## src/rtl/jt12_pg_accum.sv

```systemverilog
// Phase accumulator: detune + MUL + 20-bit per-slot phase, 24 slots through a shift-register memory.
// Optional JT12_PG_FULLPHASE_EN adds a phase_full output carrying the whole registered phase.
module jt12_pg_accum #(
  parameter int SLOTS = 24,
  parameter int PW    = 20
) (
  input  logic        clk,
  input  logic        rst,
  input  logic        clk_en,
  input  logic        zero,
  input  logic [18:0] phinc_pure,
  input  logic [5:0]  detoff,
  input  logic [3:0]  mul,
  input  logic        keyon,
  output logic [9:0]  phase_op,
  output logic [4:0]  slot_out
`ifdef JT12_PG_FULLPHASE_EN
  ,
  output logic [PW-1:0] phase_full
`endif
);

  localparam int DW = 17;
  localparam logic [4:0] LAST = 5'(SLOTS - 1);

  typedef struct packed {
    logic [DW-1:0] det;
    logic [3:0]    mul;
    logic          keyon;
    logic [4:0]    slot;
  } s1_t;

  typedef struct packed {
    logic [PW-1:0] inc;
    logic          keyon;
    logic [4:0]    slot;
  } s2_t;

  logic [4:0]              cnt;
  logic [4:0]              slot0;
  logic [4:0]              cnt_nxt;
  logic [19:0]             det_full;
  logic [PW:0]             prod;
  logic [PW-1:0]           inc;
  logic [PW-1:0]           ph_new;
  logic [SLOTS-1:0][PW-1:0] mem;
  s1_t                     s1;
  s2_t                     s2;
  logic                    unused_bits;

  // zero realigns the counter to the incoming stream, whatever its value
  assign slot0   = zero ? 5'd0 : cnt;
  assign cnt_nxt = (slot0 == LAST) ? 5'd0 : slot0 + 5'd1;

  // detune result wraps modulo 2^17; no saturation
  assign det_full = {1'b0, phinc_pure} + {{14{detoff[5]}}, detoff};

  assign prod = {{(PW + 1 - DW){1'b0}}, s1.det} * {{(PW + 1 - 4){1'b0}}, s1.mul};
  assign inc  = (s1.mul == 4'd0) ? {{(PW - DW + 1){1'b0}}, s1.det[DW-1:1]} : prod[PW-1:0];

  // oldest memory entry is the same slot written SLOTS enabled cycles ago
  assign ph_new = s2.keyon ? '0 : mem[SLOTS-1] + s2.inc;

  assign unused_bits = ^{det_full[19:DW], prod[PW], phinc_pure[18:DW]};

  always_ff @(posedge clk) begin
    if (rst) begin
      cnt      <= '0;
      s1       <= '0;
      s2       <= '0;
      mem      <= '0;
      phase_op <= '0;
      slot_out <= '0;
`ifdef JT12_PG_FULLPHASE_EN
      phase_full <= '0;
`endif
    end else if (clk_en) begin
      cnt <= cnt_nxt;

      s1.det   <= det_full[DW-1:0];
      s1.mul   <= mul;
      s1.keyon <= keyon;
      s1.slot  <= slot0;

      s2.inc   <= inc;
      s2.keyon <= s1.keyon;
      s2.slot  <= s1.slot;

      mem      <= {mem[SLOTS-2:0], ph_new};
      phase_op <= ph_new[PW-1:PW-10];
      slot_out <= s2.slot;
`ifdef JT12_PG_FULLPHASE_EN
      phase_full <= ph_new;
`endif
    end
  end

endmodule

```

## config.mk

```make
export PLATFORM = sky130hd
export DESIGN_NAME = jt12_pg_accum
export DESIGN_NICKNAME = d
export VERILOG_FILES = /design/src/rtl/jt12_pg_accum.sv
export SDC_FILE = /design/constraint.sdc
export NUM_CORES = 1
export LEC_CHECK = 0
export BUFFER_PORTS_ARGS = -buffer_cell sky130_fd_sc_hd__clkbuf_2
export CAP_MARGIN = 20
export CORE_MARGIN = 1.5
export CORE_UTILIZATION = 67
export CTS_CLUSTER_SIZE = 12
export DETAILED_ROUTE_END_ITERATION = 10
export PLACE_DENSITY_LB_ADDON = 0.25
export SLEW_MARGIN = 20
export SYNTH_ARGS = -nofsm -noshare
export SYNTH_HDL_FRONTEND = slang
export SYNTH_SLANG_ARGS = --single-unit
```

## constraint.sdc

```tcl
create_clock -name clk -period 8.8 [get_ports clk]
set_clock_uncertainty 0.05 [all_clocks]
set_input_delay 0.44 -clock clk [delete_from_list [all_inputs] [get_ports clk]]
set_output_delay 0.44 -clock clk [all_outputs]
set_load 0.05 [all_outputs]
```

==> flow_metrics.py, run 1 <==
metrics = {
    "synthesis": {
        "synth_seq_area_share_pct": 47.3,
        "synthArstFlopShare_pct": 0,
        "synth.area.top_cells": "dfxtp_1 (47%), mux2i_1 (21%), nor2_1 (8.9%)",
        "synth_top_area_share_pct": 47.3,
        "yosysWarningCount": 0,
        "syn_inst": 2357,
        "synthFlopType": "dfxtp_1",
        "syn_nets": 2482,
        "synthTopCellsByCount": "dfxtp_1 (543), nor2_1 (543), mux2i_1 (485)",
        "synthDistinctLibCells": 64,
        "syn_area_um2": 23000,
        "syn_area_per_cell_um2": 9.75,
        "synth-edff-count": 0,
        "ys_ff_latch": 543,
        "synth_top_area_cell": "dfxtp_1",
    },
    "global_routing": {
        "gr-usage-all-layers_pct": 23.9,
        "grt_max_degree": 229,
        "grt_pass1_vias": 15200,
        "grt_remaining_overflow": 0,
        "antenna_found_initial": 0,
        "grt_pass1_wl_mm": 71.8,
    },
    "timing": {
        "worstMarginPinSlew_ns": 1.11,
        "min_period_over_period_pct": 52.1,
        "fin_ws_ns": 4.21,
        "setup_tns_ns": 0,
        "layout_min_cycle_time_ns": 4.59,
        "rsz0062_at_grt": "no",
        "relSlewSlack_pct": 26.0,
        "finalHoldViolCount": 0,
        "setup_viol_count_final": 0,
        "max_freq_mhz": 218,
        "whs_ns": 0.0365,
        "report.final.slew_viol_count": 0,
    },
    "route": {
        "vias": 15500,
        "postRouteAntennaNets": 0,
        "viasPerCell": 5.56,
        "drcViolationCount": 0,
        "drtIter0Drc": 899,
        "wl_per_cell_um": 15.0,
        "wl_mm": 41.6,
        "first_pass_iters": 5,
    },
    "floorplan": {
        "die_area_um2": 35400,
        "core_um2": 33600,
        "die_width_um": 188,
        "ios": 49,
        "die_h_um": 188,
        "initial_utilization_pct": 68.3,
        "rows": 67,
    },
    "critical_path": {
        "end_kind": "flop",
        "r2r_cells": 11,
        "reg2reg_slack_ns": 4.21,
        "cp-start-kind": "flop",
        "r2r-start": "s1[9]",
        "cp-startpoint": "s1[9]",
        "critPathCapture": "s2[23]",
        "reg2reg_to": "s2[23]",
        "cp_data_arrival_time_ns": 5.01,
        "crit_fanout": 20,
        "path_class": "reg -> reg",
        "required_ns": 9.22,
    },
    "clock_network": {
        "ctsResizeCount": 0,
        "cts_setup_buffers": 0,
        "tritoncts": "built",
        "cts_hold_buf": 0,
        "htreeDepth": 2,
        "cts_inserted_buffers": 53,
        "path_clk_slew_ns": 0.06,
        "insertion_delay_ns": 0.59,
        "clock_path_buffers": 3,
        "cts_num_sinks": 543,
        "cts-root-buf": "clkbuf_16",
    },
    "finish": {
        "layout.nets": 2442,
        "final_layout_size_suffix_gt1_share_pct": 5.52,
        "antenna_cells": 0,
        "design_area_um2": 24800,
        "num-fill-cells": 2360,
        "area_delta_synth_final_pct": 7.95,
    },
    "placement": {
        "dp.final_hpwl_mm": 26.5,
        "place_area_um2": 23300,
        "pre_cts_slack_ns": 4.27,
        "place_congestion": 0.861,
        "port_buffers": 46,
    },
    "status": {
        "outcome": "finished clean",
    },
    "power_and_ir_drop": {
        "leakagePower_uw": 0.0113,
        "intPower_uw": 3780,
        "power_density_nw_per_um2": 197,
        "p_sw_uw": 1100,
        "combPwrFrac_pct": 7.0,
        "power_frac_seq_pct": 51.5,
        "p_clk_share_pct": 41.6,
        "irDropWorstVdd_mv": 0.163,
        "total_power_uw": 4880,
        "p_sw_share_pct": 22.6,
    },
    "hold_path": {
        "hp-class": "in -> reg",
    },
    "run": {
        "cap_violations": 0,
    },
}
-- placed cells by master, fill, tap and decap left out, types with 4 or more instances in the layout --
cell       netlist  final
a211oi_1        11     11
a21o_1          24     24
a21oi_1         40     40
a22oi_1          7      7
a311oi_1        11     11
a31oi_1          9      9
a32oi_1          5      5
and2_1          48     48
and3_1           9      9
buf_4           10      8
clkbuf_1        96     12
clkbuf_16        0     54
clkbuf_2         0     44
dfxtp_1        543    543
fa_1            32     32
ha_1            59     59
inv_1           67     67
mux2i_1        485    485
nand2_1         86     86
nand2b_1         7      7
nand3_1         26     26
nand4_1          9      9
nor2_1         543    542
nor2b_1          9      9
nor3_1          14     14
o2111ai_1        4      4
o211ai_1         6      6
o21a_1          12     12
o21ai_0         44     44
o21bai_1         4      4
or3_1            7      7
xnor2_1         12     12
xor2_1          16     16
-- area by class of cell --
cell class	count	area, um2	area share [%]
well taps	448	561	2.26
flip-flops and latches	543	10900	43.8
multi-input cells	1595	11200	45.3
clock buffers	67	1410	5.69
repair buffers	57	370	1.49
clock inverters	6	93.8	0.378
inverters	67	251	1.01
-- worst max-delay path, cell delays in order, from the launching register on --
cell      delay (ns)
dfxtp_1         0.76
nand2_1         0.17
fa_1            0.57
inv_1           0.06
fa_1            0.51
ha_1            0.34
a211o_1         0.37
a211oi_1        0.34
o21ai_0         0.27
a31oi_1         0.40
mux2_2          0.38
a221o_1         0.25
-- flip-flops by register name, indices dropped and copies added, names as in the netlist --
name	count
phase_op	10
s2	26
slot_out	5
mem	470
cnt	5
s1	27
-- worst min path at each step --
stage	startpoint	endpoint	cells past startpoint
final	keyon	s1[5]	3
after global routing	keyon	s1[5]	3
after CTS	keyon	s1[5]	3
after detailed placement	mem[9]	mem[9]	2
after global placement	mem[7]	mem[7]	2
after floorplan	mem[9]	mem[9]	2
-- power groups by stage --
stage	Sequential (uW)	Clock, uW	Combinational (uW)
global route	2510	2170	373
finish	2510	2030	340
CTS	2510	2080	339
floorplan	2550	0	277
global placement	2560	0	332
detailed placement	2570	0	337
-- through the flow --
stage / std cells / util [%]
2_1_floorplan: 2357 / -
3_3_place_gp: 2710 / 69.3
3_5_place_dp: 2710 / 69.3
4_1_cts: 2783 / 73.8
5_1_grt: 2783 / 73.8
6_report: 2783 / 73.8
-- layer usage --
metal | track usage (%) | share of wire, % | vias to the layer above
li1 | - | - | 7896
met1 | 31.1 | 47 | 7272
met2 | 40.9 | 48 | 249
met3 | 3.71 | 3.6 | 59
met4 | 7.45 | 2.1 | 0
met5 | 0 | 0 | -
-- kinds of logic (layout without fill, tap and decap cells) --
logic type	after synthesis	in the layout	synth area share, %
simple gates	776	776	14.2
mux	487	487	21.2
compound gates	213	213	6.41
fa+ha+maj	91	91	6.00
buf+inv	219	197	3.75
xor+xnor	28	28	1.07
flops	543	543	47.3
Note: power is estimated with default switching activity, not from simulation.
==> run 2, diff against run 1 <==
--- a/config.mk
+++ b/config.mk
@@ -8,7 +8,7 @@
 export BUFFER_PORTS_ARGS = -buffer_cell sky130_fd_sc_hd__clkbuf_2
 export CAP_MARGIN = 20
 export CORE_MARGIN = 1.5
-export CORE_UTILIZATION = 67
+export CORE_UTILIZATION = 62
 export CTS_CLUSTER_SIZE = 12
 export DETAILED_ROUTE_END_ITERATION = 10
 export PLACE_DENSITY_LB_ADDON = 0.25
==> constraint.sdc (replaced) <==
create_clock -name clk -period 4.6 [get_ports clk]
set_clock_uncertainty 0.05 [all_clocks]
set_input_delay 0.23 -clock clk [delete_from_list [all_inputs] [get_ports clk]]
set_output_delay 0.23 -clock clk [all_outputs]
set_load 0.05 [all_outputs]
==> run 2 against run 1 <==
Effect of this change: die area increased by 7.9%; non-clock buffer count rose by 9; critical path type unchanged; first-iteration DRC count down 8.6%; the flow now finishes with violations (hold timing).
==> flow_metrics.py, run 2 (synthesis results as in run 1) <==
metrics = {
    "finish": {
        "antenna_cells": 0,
        "largest_reg_flops": 470,
        "area_delta_synth_final_pct": 8.99,
        "final_layout_size_suffix_gt1_share_pct": 5.87,
        "layout.nets": 2452,
        "reg_top3": "mem (470), s1 (27), s2 (26)",
        "largest-register": "mem",
        "design_area_um2": 25000,
        "final_util_pct": 68.6,
        "finalNonFillerCells": 2817,
        "final_cell_mix": "nor2_1 (543), dfxtp_1 (543), mux2i_1 (485), nand2_1 (86), inv_1 (67)",
    },
    "floorplan": {
        "die_area_um2": 38200,
        "die_h_um": 196,
        "rows": 70,
        "die_width_um": 196,
        "initial_utilization_pct": 62.9,
        "core_um2": 36500,
        "ios": 49,
    },
    "power_and_ir_drop": {
        "irDropWorstVdd_mv": 0.389,
        "power_density_nw_per_um2": 382,
        "leakagePower_uw": 0.0114,
    },
    "timing": {
        "worstMarginPinSlew_ns": 1.17,
        "report.final.slew_viol_count": 0,
        "min_period_over_period_pct": 93.8,
        "setup_tns_ns": 0,
        "setup_viol_count_final": 0,
        "finalHoldViolCount": 1,
        "rsz0062_at_grt": "no",
        "max_freq_mhz": 232,
        "relSlewSlack_pct": 22.2,
        "layout_min_cycle_time_ns": 4.31,
        "whs_ns": -0.000921,
    },
    "route": {
        "vias": 15500,
        "first_pass_iters": 5,
        "wl_mm": 41.0,
        "drtIter0Drc": 822,
        "postRouteAntennaNets": 0,
        "drcViolationCount": 0,
        "wl_per_cell_um": 14.6,
        "viasPerCell": 5.49,
    },
    "global_routing": {
        "grt_max_degree": 226,
        "grt_remaining_overflow": 0,
        "gr-usage-all-layers_pct": 21.8,
        "grt_pass1_vias": 14900,
        "antenna_found_initial": 0,
        "grt_pass1_wl_mm": 70.6,
    },
    "hold_path": {
        "min_path_cells": 2,
        "worst_hold_path.endpoint": "mem[91]",
        "min_from": "rst",
        "hp-class": "in -> reg",
    },
    "critical_path": {
        "reg2reg_slack_ns": 0.29,
        "r2r-start": "s1[9]",
        "required_ns": 5.02,
        "r2r_cells": 12,
        "end_kind": "flop",
        "cp_data_arrival_time_ns": 4.73,
        "crit_fanout": 18,
        "cp-start-kind": "flop",
        "path_class": "reg -> reg",
        "reg2reg_to": "s2[23]",
    },
    "status": {
        "violations": "hold timing",
        "outcome": "finished, violations left",
    },
    "clock_network": {
        "clock_path_buffers": 3,
        "cts_num_sinks": 543,
        "htreeDepth": 2,
        "cts-root-buf": "clkbuf_16",
        "cts_setup_buffers": 0,
        "path_clk_slew_ns": 0.06,
        "cts_inserted_buffers": 54,
        "cts_hold_buf": 6,
        "tritoncts": "built",
        "ctsResizeCount": 0,
        "insertion_delay_ns": 0.61,
    },
    "placement": {
        "place_congestion": 0.873,
        "port_buffers": 46,
        "dp.final_hpwl_mm": 26.5,
        "place_area_um2": 23400,
        "dp_cells": 2733,
    },
    "run": {
        "cap_violations": 0,
    },
}
## run 2: cell count changes in the layout (fill, tap and decap cells not counted), moves of 2 or more
cell	change
clkbuf_8	+3
dlygate4sd3_1	+6
buf_12	+2
clkbuf_1	-2
## run 2: where the power goes
| part | total, uW | internal [uW] | switching [uW] |
|---|---|---|---|
| Sequential | 4800 | 4750 | 50.0 |
| Combinational | 669 | 256 | 413 |
| Clock | 4090 | 2360 | 1730 |
| Total | 9550 | 7360 | 2190 |
## run 2: how the worst max path moves through the flow
stage | from | endpoint | slack (ns) | depth (start not counted)
after floorplan | s1[9] | s2[23] | 0.52 | 13
after global placement | s1[9] | s2[23] | 0.63 | 12
after detailed placement | s1[9] | s2[23] | 0.41 | 12
after CTS | s1[9] | s2[23] | 0.38 | 12
after global routing | s1[9] | s2[23] | 0.12 | 12
final | s1[9] | s2[23] | 0.29 | 12
## run 2: critical path, cell delays in order, from the launching register on
cell and delay, ns:
dfxtp_1 0.32, buf_4 0.19, and2_1 0.18, fa_1 0.55, inv_1 0.06, fa_1 0.52, inv_1 0.04, ha_1 0.36
a2111oi_0 0.54, o21ai_0 0.37, a31oi_1 0.37, mux2_2 0.38, a221o_1 0.26
## run 2: routing by layer
metal / track usage (%) / share of wire, % / vias to the layer above
li1: - / - / 7909
met2: 36.0 / 46 / 237
met3: 3.06 / 3.4 / 94
met5: 0.383 / 0 / -
met4: 8.47 / 3.0 / 0
met1: 29.0 / 47 / 7225
## run 2: cell type report
cell class                      count  area (um2)
Clock inverter                     10         169
Sequential cell                   543       10900
Fill cell                        2818       11500
Timing Repair Buffer               66         478
Tap cell                          468         586
Multi-Input combinational cell   1595       11200
Clock buffer                       68        1440
Inverter                           67         251
## run 2: stage by stage
| step | setup slack, ns | power (uW) |
|---|---|---|
| 6_report | 0.286 | 9550 |
| 5_1_grt | 0.121 | 9910 |
| 4_1_cts | 0.382 | 9660 |
| 3_5_place_dp | 0.410 | 5560 |
| 3_3_place_gp | 0.625 | 5550 |
| 2_1_floorplan | 0.518 | 5410 |
